## config.mk

```make
export PLATFORM = sky130hd
export DESIGN_NAME = fetch_unit
export DESIGN_NICKNAME = d
export VERILOG_FILES = /design/src/rtl/fetch_unit.sv
export SDC_FILE = /design/constraint.sdc
export NUM_CORES = 1
export LEC_CHECK = 0
export CAP_MARGIN = 20
export CORE_ASPECT_RATIO = 0.7
export CORE_UTILIZATION = 35
export DETAILED_ROUTE_END_ITERATION = 8
export PLACE_DENSITY = 0.84
export REMOVE_ABC_BUFFERS = 1
export SYNTH_ARGS = -nofsm -noshare
export SYNTH_HDL_FRONTEND = slang
export SYNTH_SLANG_ARGS = --single-unit
export TNS_END_PERCENT = 100
```

## constraint.sdc

```tcl
create_clock -name clk -period 1.4 [get_ports clk]
set_input_delay 0.28 -clock clk [delete_from_list [all_inputs] [get_ports clk]]
set_output_delay 0.28 -clock clk [all_outputs]
set_load 0.05 [all_outputs]
```

## src/rtl/fetch_unit.sv

```systemverilog
// Instruction fetch unit: reads one instruction word at the address held in
// the external PC, presents it downstream and steps the PC. A branch or jump
// redirect reloads the PC, and any fetch already in flight is discarded.
//
// Handshakes: both interfaces use valid/ready semantics. A transfer happens
// on a rising clk edge where the source's valid and the sink's ready are both
// 1: mem_req/mem_ack for the memory read, ir_valid/ir_ready for the
// downstream. mem_req and mem_addr, and ir_valid, ir_out and ir_pc, stay
// stable until their transfer completes. A redirect can withdraw ir_valid
// without a transfer.
module fetch_unit (
    input  logic        clk,
    input  logic        reset,
    input  logic [15:0] pc_in,
    output logic        pc_inc,
    output logic        pc_load,
    output logic [15:0] pc_load_val,
    output logic        mem_req,
    output logic [15:0] mem_addr,
    input  logic        mem_ack,
    input  logic [15:0] mem_rdata,
    output logic [15:0] ir_out,
    output logic [15:0] ir_pc,
    output logic        ir_valid,
    input  logic        ir_ready,
    input  logic        redirect,
    input  logic [15:0] redirect_addr,
    output logic [1:0]  state_dbg
);

    typedef enum logic [1:0] {
        IDLE  = 2'd0,
        FETCH = 2'd1,
        HOLD  = 2'd2,
        FLUSH = 2'd3
    } state_t;

    state_t state;

    assign state_dbg   = state;
    assign pc_load_val = redirect_addr;

    // PC control: redirect wins over increment, and both stay quiet in reset.
    always_comb begin
        pc_load = 1'b0;
        pc_inc  = 1'b0;
        if (reset) begin
            pc_load = redirect;
            pc_inc  = !redirect && (state == FETCH) && mem_ack;
        end
    end

    // Fetch sequencer with registered memory and instruction outputs.
    always_ff @(posedge clk or negedge reset) begin
        if (!reset) begin
            state    <= IDLE;
            mem_req  <= 1'b0;
            mem_addr <= 16'h0000;
            ir_out   <= 16'h0000;
            ir_pc    <= 16'h0000;
            ir_valid <= 1'b0;
        end else begin
            case (state)
                IDLE: begin
                    // A redirect here just lets the PC take the new target first.
                    if (!redirect) begin
                        state    <= FETCH;
                        mem_req  <= 1'b1;
                        mem_addr <= pc_in;
                    end
                end
                FETCH: begin
                    if (redirect) begin
                        if (mem_ack) begin
                            state   <= IDLE;
                            mem_req <= 1'b0;
                        end else begin
                            // The read cannot be cancelled, so wait it out.
                            state <= FLUSH;
                        end
                    end else if (mem_ack) begin
                        state    <= HOLD;
                        mem_req  <= 1'b0;
                        ir_out   <= mem_rdata;
                        ir_pc    <= mem_addr;
                        ir_valid <= 1'b1;
                    end
                end
                HOLD: begin
                    if (redirect) begin
                        // A same-cycle ir_ready has still taken the instruction.
                        state    <= IDLE;
                        ir_valid <= 1'b0;
                    end else if (ir_ready) begin
                        state    <= FETCH;
                        ir_valid <= 1'b0;
                        mem_req  <= 1'b1;
                        mem_addr <= pc_in;
                    end
                end
                FLUSH: begin
                    // Stale data is dropped; further redirects only retarget the PC.
                    if (mem_ack) begin
                        state   <= IDLE;
                        mem_req <= 1'b0;
                    end
                end
                default: begin
                    state   <= IDLE;
                    mem_req <= 1'b0;
                end
            endcase
        end
    end

endmodule

```

==> run summary, run 1 <==
Global Route Usage Sum = 17.1%
PortBufs = 90
Worst Tran Pin Value = 399 ps
Nets = 288
Final core occ = 63.3%
GRT Residual Overflow = 0
RSZ-0062 raised after global routing = true
Syn Inst Count = 140
Crit-path max FO = 2
Lkg Pwr = 1.76 nW
Endpoints failing setup = 36
Register area share after synthesis = 57.4%
Cell Area, Synth = 2270 sq um
CTS buffer count = 5
Yosys warnings = 0
Biggest area consumer among synthesized cells = dfrtp_1
Ports = 123
Vias = 1477
Initial antenna violation count = 0
Post-synth EDFFs = 0
Yosys cell types = 16
Initial core utilization = 36.3%
Largest net degree at the start of global routing = 32
Yosys reg bits = 52
Area contributors post-synth = dfrtp_1, mux2_4, mux2_2
Synthesized area per cell = 16.2 sq um
Root buffer cell = clkbuf_8
Setup Skew = 6.83 ps
Min-delay worst type = input port to asynchronous set/reset pin
Most frequent cell after synthesis = dfrtp_1
Reg2reg start = state_dbg[1]
Worst vdd ir = 0.00110 V
Min Tclk post-route = 1680 ps
Routed wire per std cell = 17.8 um
Clock latency on the worst-skew pair = 300 ps
Clk pin slew, worst setup/hold paths = 100 ps
Tot Pwr = 0.0105 W
Die extent in y = 69.3 um
Vias in the first global route = 1617
FFs w/ async S/R, synth = 100%
Critical path type = register to output port
Cell area power density = 2660 nW/um^2
Finished layout cell area = 3960 sq um
Post-synth top cells = dfrtp_1, mux2_4, mux2_2, buf_4, o21ai_0
Final Max Slew Viols = 0
CTS Buffer Depth = 2
WL final = 5.58 mm
Die ar. = 6810 sq um
Violated checks = design-rule violations, negative setup slack
Dpl cell area = 3710 sq um
Top cell type's share of synthesized area = 57.4%
Hold buffer count at cts = 0
Final hold violations = 0
Gpl congestion = 0.732
Share of post-route cells with drive strength above 1 = 56.8%
TritonRoute pass-1 iters = 6
CP endpoint kind = output port
Worst Setup EP = pc_inc
CTS tree = done
Cell Rows = 24
Worst reg2reg path endpoint = ir_out[14]
Crit start category = register
R2R depth = 6
Pre-CTS WS = -541 ps
First-pass GRT wire length = 8.87 mm
Core outline area = 6250 sq um
Fillers = 440
Residual DRC count = 9
Hold WS = 28.7 ps
Relative slew slack = 73.4%
Post-DP HPWL = 4.14 mm
N_diodes = 0
Final setup margin = -283 ps
H-Tree Level Count = 2
FF-to-FF setup slack = -250 ps
Final period util = 120%
CP Launch Point = state_dbg[1]
CP arrival = 1400 ps
Vias per inst = 4.70
Status = finished, violations left
Die width = 98.2 um
Initial DRC Count = 37
Critical Path RT = 1120 ps
Area Growth Syn to Fin = 74.4%
Top_reg_cell synth = dfrtp_1
Clk sink count = 52
Final ANT Viol Nets = 0
Fmax = 594 MHz
Max_cap viols = 0
==> routing by layer <==
metal / vias to the layer above / global-route usage, % / part of all wire (%)
li1: 654 / - / -
met1: 734 / 22.1 / 42
met2: 84 / 26.0 / 46
met3: 5 / 8.47 / 11
met4: 0 / 3.48 / 0.48
met5: - / 0 / 0
==> what timing repair did <==
item,4_1_cts,5_1_grt
gates cloned,1,1
hold endpoints to repair,0,0
setup buffers,4,1
gates resized for setup,4,11
setup endpoints to repair,51,51
pin swaps,2,1
==> metrics by stage <==
step           TNS, ps  instances
2_1_floorplan   -59650        119
3_3_place_gp    -22410        299
3_5_place_dp    -25360        299
4_1_cts          -8920        312
5_1_grt         -10700        314
6_report         -7990        314
==> registers in the layout (all words and copies together) (netlist names) <==
name       count
ir_out        16
ir_valid       1
mem_req        1
mem_addr      16
ir_pc         16
state_dbg      2
==> worst max-delay path, stage by stage, from the launching register on <==
cell      delay (ps)
dfrtp_1          420
nor4bb_4         270
buf_6            140
and2_4           140
buf_12           130
==> power breakdown <==
group / internal, W / switching [W]
Sequential: 0.00217 / 0.000816
Clock: 0.000401 / 0.000491
Combinational: 0.00351 / 0.00312
==> cells in the final DEF (no fill, tap or decap), types with 3 or more instances in the layout <==
cell type	instances
mux2_4	27
inv_1	3
buf_4	8
dfrtp_1	52
mux2_2	21
clkbuf_8	6
nand2_1	3
buf_12	58
buf_6	4
o21ai_0	3
clkdlybuf4s50_1	33
==> final cells by class <==
cell class | instances | area (sq um) | share of cell area, %
clock buffers | 6 | 82.6 | 2.09
clock inverters | 2 | 15.0 | 0.380
inverters | 3 | 11.3 | 0.285
multi-input cells | 64 | 757 | 19.1
flip-flops and latches | 52 | 1300 | 32.9
well taps | 78 | 97.6 | 2.47
repair buffers | 109 | 1690 | 42.7
==> cell families after synthesis <==
kind of cell,count (synthesis),synth area share (%)
multiplexers,48,28.3
AO/OA/AOI/OAI,8,2.32
buffers and inverters,24,9.44
flip-flops,52,57.4
AND/OR/NAND/NOR,8,2.54
==> how the worst min path moves through the flow <==
stage	to	slack [ps]
after floorplan	ir_out[0]	-20
after global placement	ir_pc[2]	360
after detailed placement	mem_addr[11]	380
after CTS	mem_addr[1]	50
after global routing	ir_pc[2]	50
final	ir_pc[2]	30
Power figures use the tool's default switching activity.
==> inputs of run 2 (changes only) <==
GPL_ROUTABILITY_DRIVEN = 1   (was default)
MAX_ROUTING_LAYER = met4   (was default)
==> run 2 against run 1 <==
  * Final cell count stayed put
  * Flip-flop and latch count stayed put
  * The flow still finishes with violations (design-rule violations, negative setup slack)
  * Combinational power about the same
  * Maximum frequency barely moved
  * Worst hold slack worse by 1.0 ps
==> run summary, run 2 (same netlist as run 1, synthesis figures left out) <==
TritonRoute pass-1 iters = 6 (unchanged)
Area Growth Syn to Fin = 74.4% (unchanged)
Initial antenna violation count = 0 (unchanged)
Die width = 98.2 um (unchanged)
GRT Residual Overflow = 0 (unchanged)
Crit-path max FO = 2 (unchanged)
Combinational share of power = 63.0% (about the same)
Dpl cells = 299 (unchanged)
Final ANT Viol Nets = 0 (unchanged)
Sw frac = 42.2% (+0.055 points)
Top Family by Delay on Critical Path = flip-flops
Global Route Usage Sum = 17.5% (+0.44 points)
Crit path buffers/inverters = 2 (unchanged)
Initial DRC Count = 42 (+14%)
Cell Rows = 24 (unchanged)
Lkg Pwr = 1.76 nW (unchanged)
Routed wire per std cell = 17.8 um (+0.16%)
Sw Pwr = 0.00444 W (+0.22%)
H-Tree Level Count = 2 (unchanged)
CP endpoint kind = output port
CP arrival = 1400 ps (about the same)
Finished layout cell area = 3960 sq um (unchanged)
Cell Chain, Critical Path = nor4bb_4 > buf_6 > and2_4 > buf_12
Cell-internal power = 0.00608 W (about the same)
Residual DRC count = 9 (unchanged)
Vias per inst = 4.72 (+0.41%)
Share of post-route cells with drive strength above 1 = 56.8% (unchanged)
Most frequent cells in the layout = buf_12, dfrtp_1, clkdlybuf4s50_1, mux2_4, mux2_2
Final setup margin = -283 ps (+0.338 ps)
Dpl cell area = 3710 sq um (unchanged)
Worst Tran Pin Value = 393 ps (-5.36 ps)
Largest net degree at the start of global routing = 32 (unchanged)
Fin cells = 314 (unchanged)
Slowest stage delay, CP = 420 ps (about the same)
RSZ-0062 raised after global routing = true
Hold WS = 27.7 ps (-1.03 ps)
Cell area power density = 2660 nW/um^2 (about the same)
Vias in the first global route = 1620 (+0.19%)
Hold buffer count at cts = 0 (unchanged)
Ports = 123 (unchanged)
Status = finished, violations left
Crit start category = register
Root buffer cell = clkbuf_8
Final period util = 120% (about the same)
Commonest non-fill, non-tap cell in the layout = buf_12
Gpl congestion = 0.741 (+1.2%)
Critical Path RT = 1120 ps (about the same)
PortBufs = 90 (unchanged)
Worst vdd ir = 0.00110 V (about the same)
Setup Skew = 10.6 ps (+3.78 ps)
CTS tree = done
CTS Buffer Depth = 2 (unchanged)
Clk pin slew, worst setup/hold paths = 100 ps (about the same)
Post-DP HPWL = 4.14 mm (unchanged)
Min Tclk post-route = 1680 ps (-0.338 ps)
WL final = 5.59 mm (+0.16%)
Max_cap viols = 0 (unchanged)
Die ar. = 6810 sq um (unchanged)
Setup_tns = -7830 ps (+157 ps)
Critical path type = register to output port
Vias = 1483 (+0.41%)
Final hold violations = 0 (unchanged)
Clock latency on the worst-skew pair = 300 ps (about the same)
Fmax = 594 MHz (about the same)
Endpoints failing setup = 36 (unchanged)
Die extent in y = 69.3 um (unchanged)
Critical-path top delay cell = dfrtp_1
Violated checks = design-rule violations, negative setup slack
Relative slew slack = 73.8% (+0.36 points)
Core outline area = 6250 sq um (unchanged)
First-pass GRT wire length = 8.80 mm (-0.70%)
Final Max Slew Viols = 0 (unchanged)
Nets = 288 (unchanged)
N_diodes = 0 (unchanged)
Seq pwr share = 28.4% (about the same)
CTS buffer count = 5 (unchanged)
Clk sink count = 52 (unchanged)
Initial core utilization = 36.3% (unchanged)
Min-delay worst type = input port to asynchronous set/reset pin
Largest registers = ir_out (16), ir_pc (16), mem_addr (16)
Clock network power share = 8.5% (about the same)
[run 2: cell counts in the layout (fill, tap and decap cells not counted)]
No cell type changed its count.
[run 2: layer usage]
metal / GRT usage (%) / up-vias / part of all wire [%]
li1: - / 653 / -
met1: 22.5 / 741 / 43
met2: 25.8 / 84 / 46
met3: 7.76 / 5 / 10
met4: 3.48 / 0 / 0.48
met5: - / - / 0
[run 2: timing repair]
action                     4_1_cts  5_1_grt
resized for setup                4       11
cloned                           1        1
pin swaps                        2        1
setup endpoints to repair       51       51
buffers inserted                 4        1
[run 2: worst paths after layout]
check                      depth (start not counted)          from  slack (ps)           end
setup / recovery                                   4  state_dbg[1]        -280        pc_inc
hold / removal                                     2         reset          30      ir_pc[2]
setup reg to reg                                   6  state_dbg[1]        -240    ir_out[14]
hold reg to reg                                    2      ir_valid         580      ir_valid
max in group asynchronous                          2         reset        1030  mem_addr[14]
min in group clk                                   2       mem_ack         250  state_dbg[0]
[run 2: worst register-to-register path: stages, from the launching register on]
cell and delay, ps:
dfrtp_1 420, nor4bb_4 270, buf_6 140, buf_4 110, buf_12 140, clkbuf_16 170
mux2_4 290
[run 2: cell type report]
cell class                 count  area [sq um]
sequential                    52          1300
clock inverter                 2          15.0
timing repair buffer         109          1690
clock buffer                   6          82.6
tap                           78          97.6
fill                         440          2290
inverter                       3          11.3
multi-input combinational     64           757
[run 2: power groups by stage]
stage | registers [W] | logic [W] | clock network [W]
4_1_cts | 0.00300 | 0.00665 | 0.000942
3_3_place_gp | 0.00297 | 0.00649 | 0
5_1_grt | 0.00308 | 0.00682 | 0.00100
3_5_place_dp | 0.00302 | 0.00658 | 0
6_report | 0.00299 | 0.00663 | 0.000899
2_1_floorplan | 0.00496 | 0.000971 | 0
[run 2: stage by stage]
stage	util (%)	worst slack, ps	total power, W
6_report	63.3	-283	0.0105
5_1_grt	63.3	-368	0.0109
4_1_cts	62.3	-356	0.0106
3_5_place_dp	59.5	-541	0.00960
3_3_place_gp	59.5	-507	0.00946
2_1_floorplan	-	-1940	0.00593
==> inputs of run 3 (changes only) <==
CTS_CLUSTER_DIAMETER = 50   (was default)
==> results of run 3 <==
Same layout as run 2: the final DEF is identical, and so are final timing and power.
